===== src/rtl/pc_fetch_ctrl.sv =====
// Program-counter and fetch-request controller for the IF stage.
// Holds a pending-redirect latch so branches resolved while fetch cannot advance are kept.
module pc_fetch_ctrl #(
    parameter int unsigned          ADDR_W   = 32,
    parameter logic [ADDR_W-1:0]    RESET_PC = 32'h0000_0000,
    parameter int unsigned          PC_INC   = 4,
    parameter int unsigned          STALL_W  = 6
) (
    input  logic                clk,
    input  logic                rst,
    input  logic [STALL_W-1:0]  stall,
    input  logic                flush,
    input  logic [ADDR_W-1:0]   new_pc,
    input  logic                branch_flag_i,
    input  logic [ADDR_W-1:0]   branch_target_address_i,
    input  logic                ibus_ack,
    output logic [ADDR_W-1:0]   pc,
    output logic                ce,
    output logic                pend_valid_o,
    output logic                pc_misalign_o
);

    localparam logic [0:0] ST_RESET = 1'b0;
    localparam logic [0:0] ST_RUN   = 1'b1;

    localparam logic [ADDR_W-1:0] PC_STEP = ADDR_W'(PC_INC);

    logic [0:0]        state_q, state_d;
    logic [ADDR_W-1:0] pc_q, pc_d;
    logic              pend_valid_q, pend_valid_d;
    logic [ADDR_W-1:0] pend_target_q, pend_target_d;
    logic              in_run_s;
    logic              advance_s;

    assign in_run_s  = (state_q == ST_RUN);
    assign advance_s = in_run_s & ibus_ack & ~stall[0];

    // State machine: leaves RESET on the first edge without rst and never returns except via rst.
    always_comb begin
        state_d = state_q;
        case (state_q)
            ST_RESET: state_d = ST_RUN;
            ST_RUN:   state_d = ST_RUN;
            default:  state_d = ST_RESET;
        endcase
    end

    // Next pc and pending latch; flush beats branch beats pending beats increment.
    always_comb begin
        pc_d          = pc_q;
        pend_valid_d  = pend_valid_q;
        pend_target_d = pend_target_q;
        if (flush) begin
            pc_d         = new_pc;
            pend_valid_d = 1'b0;
        end else if (advance_s && branch_flag_i) begin
            pc_d         = branch_target_address_i;
            pend_valid_d = 1'b0;
        end else if (advance_s && pend_valid_q) begin
            pc_d         = pend_target_q;
            pend_valid_d = 1'b0;
        end else if (advance_s) begin
            pc_d = pc_q + PC_STEP;
        end else if (in_run_s && branch_flag_i) begin
            // Fetch cannot move this cycle: remember the redirect, newest branch wins.
            pend_valid_d  = 1'b1;
            pend_target_d = branch_target_address_i;
        end else begin
            pc_d = pc_q;
        end
    end

    // State registers with synchronous reset.
    always_ff @(posedge clk) begin
        if (rst) begin
            state_q       <= ST_RESET;
            pc_q          <= RESET_PC;
            pend_valid_q  <= 1'b0;
            pend_target_q <= {ADDR_W{1'b0}};
        end else begin
            state_q       <= state_d;
            pc_q          <= pc_d;
            pend_valid_q  <= pend_valid_d;
            pend_target_q <= pend_target_d;
        end
    end

    assign pc            = pc_q;
    assign ce            = in_run_s;
    assign pend_valid_o  = pend_valid_q;
    assign pc_misalign_o = in_run_s & (pc_q[1:0] != 2'b00);

endmodule


===== config.mk =====
export PLATFORM = sky130hd
export DESIGN_NAME = pc_fetch_ctrl
export DESIGN_NICKNAME = d
export VERILOG_FILES = /design/src/rtl/pc_fetch_ctrl.sv
export SDC_FILE = /design/constraint.sdc
export NUM_CORES = 1
export LEC_CHECK = 0
export BUFFER_PORTS_ARGS = -buffer_cell sky130_fd_sc_hd__buf_4
export CAP_MARGIN = 20
export CORE_UTILIZATION = 40
export DETAILED_ROUTE_END_ITERATION = 10
export PLACE_DENSITY = 0.69
export SKIP_CTS_REPAIR_TIMING = 1
export SLEW_MARGIN = 40
export SYNTH_ARGS = -nofsm -noshare
export SYNTH_HDL_FRONTEND = slang
export SYNTH_SLANG_ARGS = --single-unit
export TNS_END_PERCENT = 30

===== constraint.sdc =====
create_clock -name clk -period 4.3 [get_ports clk]
set_clock_uncertainty 0.1 [all_clocks]
set_input_delay 0.43 -clock clk [delete_from_list [all_inputs] [get_ports clk]]
set_output_delay 0.43 -clock clk [all_outputs]
set_load 0.02 [all_outputs]

* Yosys cells after proc, flatten, opt, wreduce, memory -nomap -nowiden *
Cells that the tools add are included.
Widths: inputs -> output; s select.

storage, ports and cells
  memories kept = 0
  bits in read-only memories = 0
  memory bits (writable) = 0
  bits in latches = 0
  flip-flop bits (word level) = 66

cells by class
  $mul = 0
  reductions and logical operators = 8
  multiplexer cells = 5
  shift-type cells = 0
  equal/unequal tests = 0
  bitwise gates (word level) = 8
  div/mod/pow operators = 0
  $lt $le $gt $ge = 0
  add/subtract/negate cells = 1

operators with widths
  kind                   count
  $mux 32                4
  $add 32x3->32 const B  1
  $not 1->1              5
  $reduce_and 5->1       1
  $reduce_bool 4->1      1
  $reduce_or 4->1        1
  $and 1x1->1            3
  $logic_and 1x1->1      3
  $reduce_and 2->1       1
  $reduce_bool 2->1      1
  $mux 1                 1

* Logic depth before layout (Yosys ltp) *
  depth after elaboration = 6
  depth in mapped cells = 7
  depth with buffers taken out = 6

* Worst setup path after synthesis *
Ideal clock, no wire load.

  path type = register -> register
  start = reg pc_q[2], in the netlist pc[2]
  end = reg pc_q[30], in the netlist pc[30]
  stages on the path, launching flop included = 7
  arrival time = 1.991 ns
  library setup time = 0.120 ns
  clock period less this slack = 2.210 ns
  slack = 2.090 ns
  cell sequence = dfxtp_1 > ha_1 > nand3_2 > nand2b_1 > buf_6 > or4_4 > a211o_1

on the way
  longest elaborated chain between the ends = 5

ends and longest elaborated chain
  item                      line  RTL
  start: declaration        29    logic [ADDR_W-1:0] pc_q, pc_d;
  start signal: assignment  82    pc_q <= pc_d;
  $add 32x3->32             63    pc_d = pc_q + PC_STEP;
  $mux 32                   62    end else if (advance_s) begin
  $mux 32                   59    end else if (advance_s && pend_valid_q) begin
  $mux 32                   56    end else if (advance_s && branch_flag_i) begin
  $mux 32                   53    if (flush) begin

No other way between the ends. The select of a mux whose other input is x is not followed.
A chain may end at the register's enable or synchronous reset.

* Final worst setup path *
  start = in branch_flag_i
  end = reg pc_q[18], in the netlist pc[18]

on the way
  longest elaborated chain between the ends = 3
  elaborated cells between the ends (all ways) = 4
  classes of those cells = 2 x mux; 2 x reduce/logical

ends and longest elaborated chain
  item                 line  RTL
  start: declaration   14    input logic branch_flag_i,
  $logic_and 1x1->1 *  56
  $mux 32              56
  $mux 32              53

Every way passes the cells marked *; elsewhere a longest branch is shown, timed or not.

==> flow_summary.yaml <==
setup_path:
  cp_data_required_time_ns: 4.46
  cp-start-kind: "input port"
  crit_path_max_fanout: 43
  end_kind: "flop"
  cp.arrival_ns: 2.80
  worstSetupPathType: "input port to flop"
synth:
  netlist_area_um2: 3864
  synth_cells: 539
  syn-num-nets: 615
  async_reset_ff_share_pct: 0
  yosysTopAreaCellShare_pct: 34.20
  yosysSeqAreaShare_pct: 34.20
  yosys_most_used_dff: "dfxtp_1"
  synth_edf_count: 0
  yosysWarnings: 0
  synth_cell_type_count: 62
  yosys.area.top_type: "dfxtp_1"
  syn_area_per_cell_um2: 7.168
  synthTopCellsByArea: "dfxtp_1, nand2_1, a21oi_1"
  ys_seq_elements: 66
clock_network:
  htree_levels: 3
  clk_latency_ns: 0.36
  clockBufferDepth: 2
  cts_tree: "yes"
  cts_root_buf: "clkbuf_8"
  cts_sinks: 66
  cts_buffers: 9
  clkTransAtPathRegs_ns: 0.08
power_and_ir_drop:
  swShare_pct: 30.64
  p_clk_share_pct: 34.6
  power_frac_comb_pct: 19.6
  powerDensity_nw_per_um2: 307.5
  power_leakage_nw: 1.855
  p_seq_share_pct: 45.8
  ir_drop_uv: 150.7
  p_switching_uw: 459.8
  intPower_mw: 1.041
sta:
  maxSlewHeadroom_pct: 42.74
  period_share_pct: 61.31
  drv_slew: 0
  setup_viol: 0
  hold_violations: 0
  fmax_mhz: 379.3
  setup_tns_ns: 0
  period_needed_ns: 2.636
  worstMarginPinSlew_ns: 0.8524
  rsz0062_at_grt: "false"
grt:
  grt_pass1_wl_um: 21180
  grt_max_degree: 54
  grt_antenna_before_repair: 0
  groute.usage.overall_pct: 27.12
  grt_pass1_vias: 4100
  overflow: 0
die:
  die_h_um: 100.3
  start_util_pct: 41.62
  dieArea_um2: 10060
  num_rows: 35
  io_pins: 110
  fp.coreArea_um2: 9284
  dieWidth_um: 100.3
drt:
  first_iter_violations: 379
  drt_wl_total_um: 13270
  drtPass1Iterations: 6
  vias_per_cell: 5.836
  wire_per_inst_um: 17.67
  drc: 0
  via_count: 4383
  postRouteAntennaNets: 0
cells_and_area:
  area_growth_pct: 26.30
  final_common_cell: "nand2_1"
  drive_gt1_share_pct: 22.19
  num_antenna_cells: 0
  fin_util_pct: 52.56
  layout_common_cells: "nand2_1, buf_4, a21oi_1"
  layout.nets: 693
job:
  cap_violations: 0
place:
  hpwl_um: 8776
  gp_congestion: 0.8940
  port_buffers: 104
status:
  run_status: "finished clean"
min_path:
  hold_path_class: "input port to flop"
## metrics by stage
stage | cells | hold slack [ns] | power [mW] | instance area [µm²] | worst slack (ns)
2_1_floorplan | 539 | 0.3319 | 0.8519 | 3864 | 2.090
3_3_place_gp | 734 | 0.3373 | 0.9830 | 4671 | 1.542
3_5_place_dp | 735 | 0.3427 | 0.9902 | 4693 | 1.725
4_1_cts | 751 | 0.2042 | 1.501 | 4880 | 1.805
5_1_grt | 751 | 0.2177 | 1.567 | 4880 | 1.522
6_report | 751 | 0.2122 | 1.501 | 4880 | 1.664
## registers in the layout, indices dropped and copies added, names as in the netlist
signal,count
pend_target_q,32
ce,1
pend_valid_o,1
pc,32
## worst max-delay path, cell delays in order
cell and delay [ns]:
buf_4 0.39, clkinv_1 0.79, and3_1 0.48, a21oi_1 0.26, o41ai_1 0.14, a32o_1 0.28
## Yosys cell counts (all sizes together) (4+ instances only)
cell	count
buf	10
a221oi	4
a211o	4
nor3	15
and3	8
nand4	8
a21oi	67
nand2b	4
o211ai	7
or3	7
clkbuf	33
xnor2	7
nor2	35
o22ai	7
nand3	20
xor2	4
inv	7
dfxtp	66
a211oi	4
nor4	7
mux2	4
o21a	9
a311oi	4
a31oi	7
o21ai	29
and4	5
nand2	116
## cells by family after synthesis
logic type               count (synthesis)  synth area share [%]
multiplexers                             7                 1.943
buffers and inverters                   51                 5.375
XOR/XNOR                                11                 2.493
flip-flops                              66                 34.20
AO/OA/AOI/OAI                          167                 27.01
adder cells (fa/ha/maj)                  1                0.3238
AND/OR/NAND/NOR                        236                 28.66
## area by class of cell
cell class / count / area, µm²
clock buffers: 11 / 131.4
clock inverters: 5 / 55.05
fillers: 935 / 4404
inverters: 8 / 30.03
multi-input cells: 422 / 2347
flip-flops and latches: 66 / 1321
well taps: 129 / 161.4
repair buffers: 110 / 833.3
## per-layer routing
layer  GRT usage, %  vias to the layer above  part of all wire, %
li1               -                     2098                    -
met1          35.83                     2048                   43
met2          42.99                      214                   46
met3          5.710                       23                  9.1
met4          11.04                        0                  1.9
met5              0                        -                    0
## power groups by stage
stage | registers [mW] | clock network [mW] | logic [mW]
floorplan | 0.716 | 0 | 0.136
global placement | 0.698 | 0 | 0.285
detailed placement | 0.700 | 0 | 0.290
CTS | 0.686 | 0.524 | 0.292
global route | 0.693 | 0.555 | 0.319
finish | 0.687 | 0.520 | 0.293
## path summary, 6_finish.rpt
kind / to / slack, ns / startpoint / cells after the start
min reg2reg: pend_target_q[20] / 0.35 / pend_target_q[20] / 2
max reg2reg: pc[31] / 1.69 / pc[10] / 5
min: pc[3] / 0.21 / new_pc[3] / 3
max: pc[18] / 1.66 / branch_flag_i / 6
(Power assumes the default switching activity.)
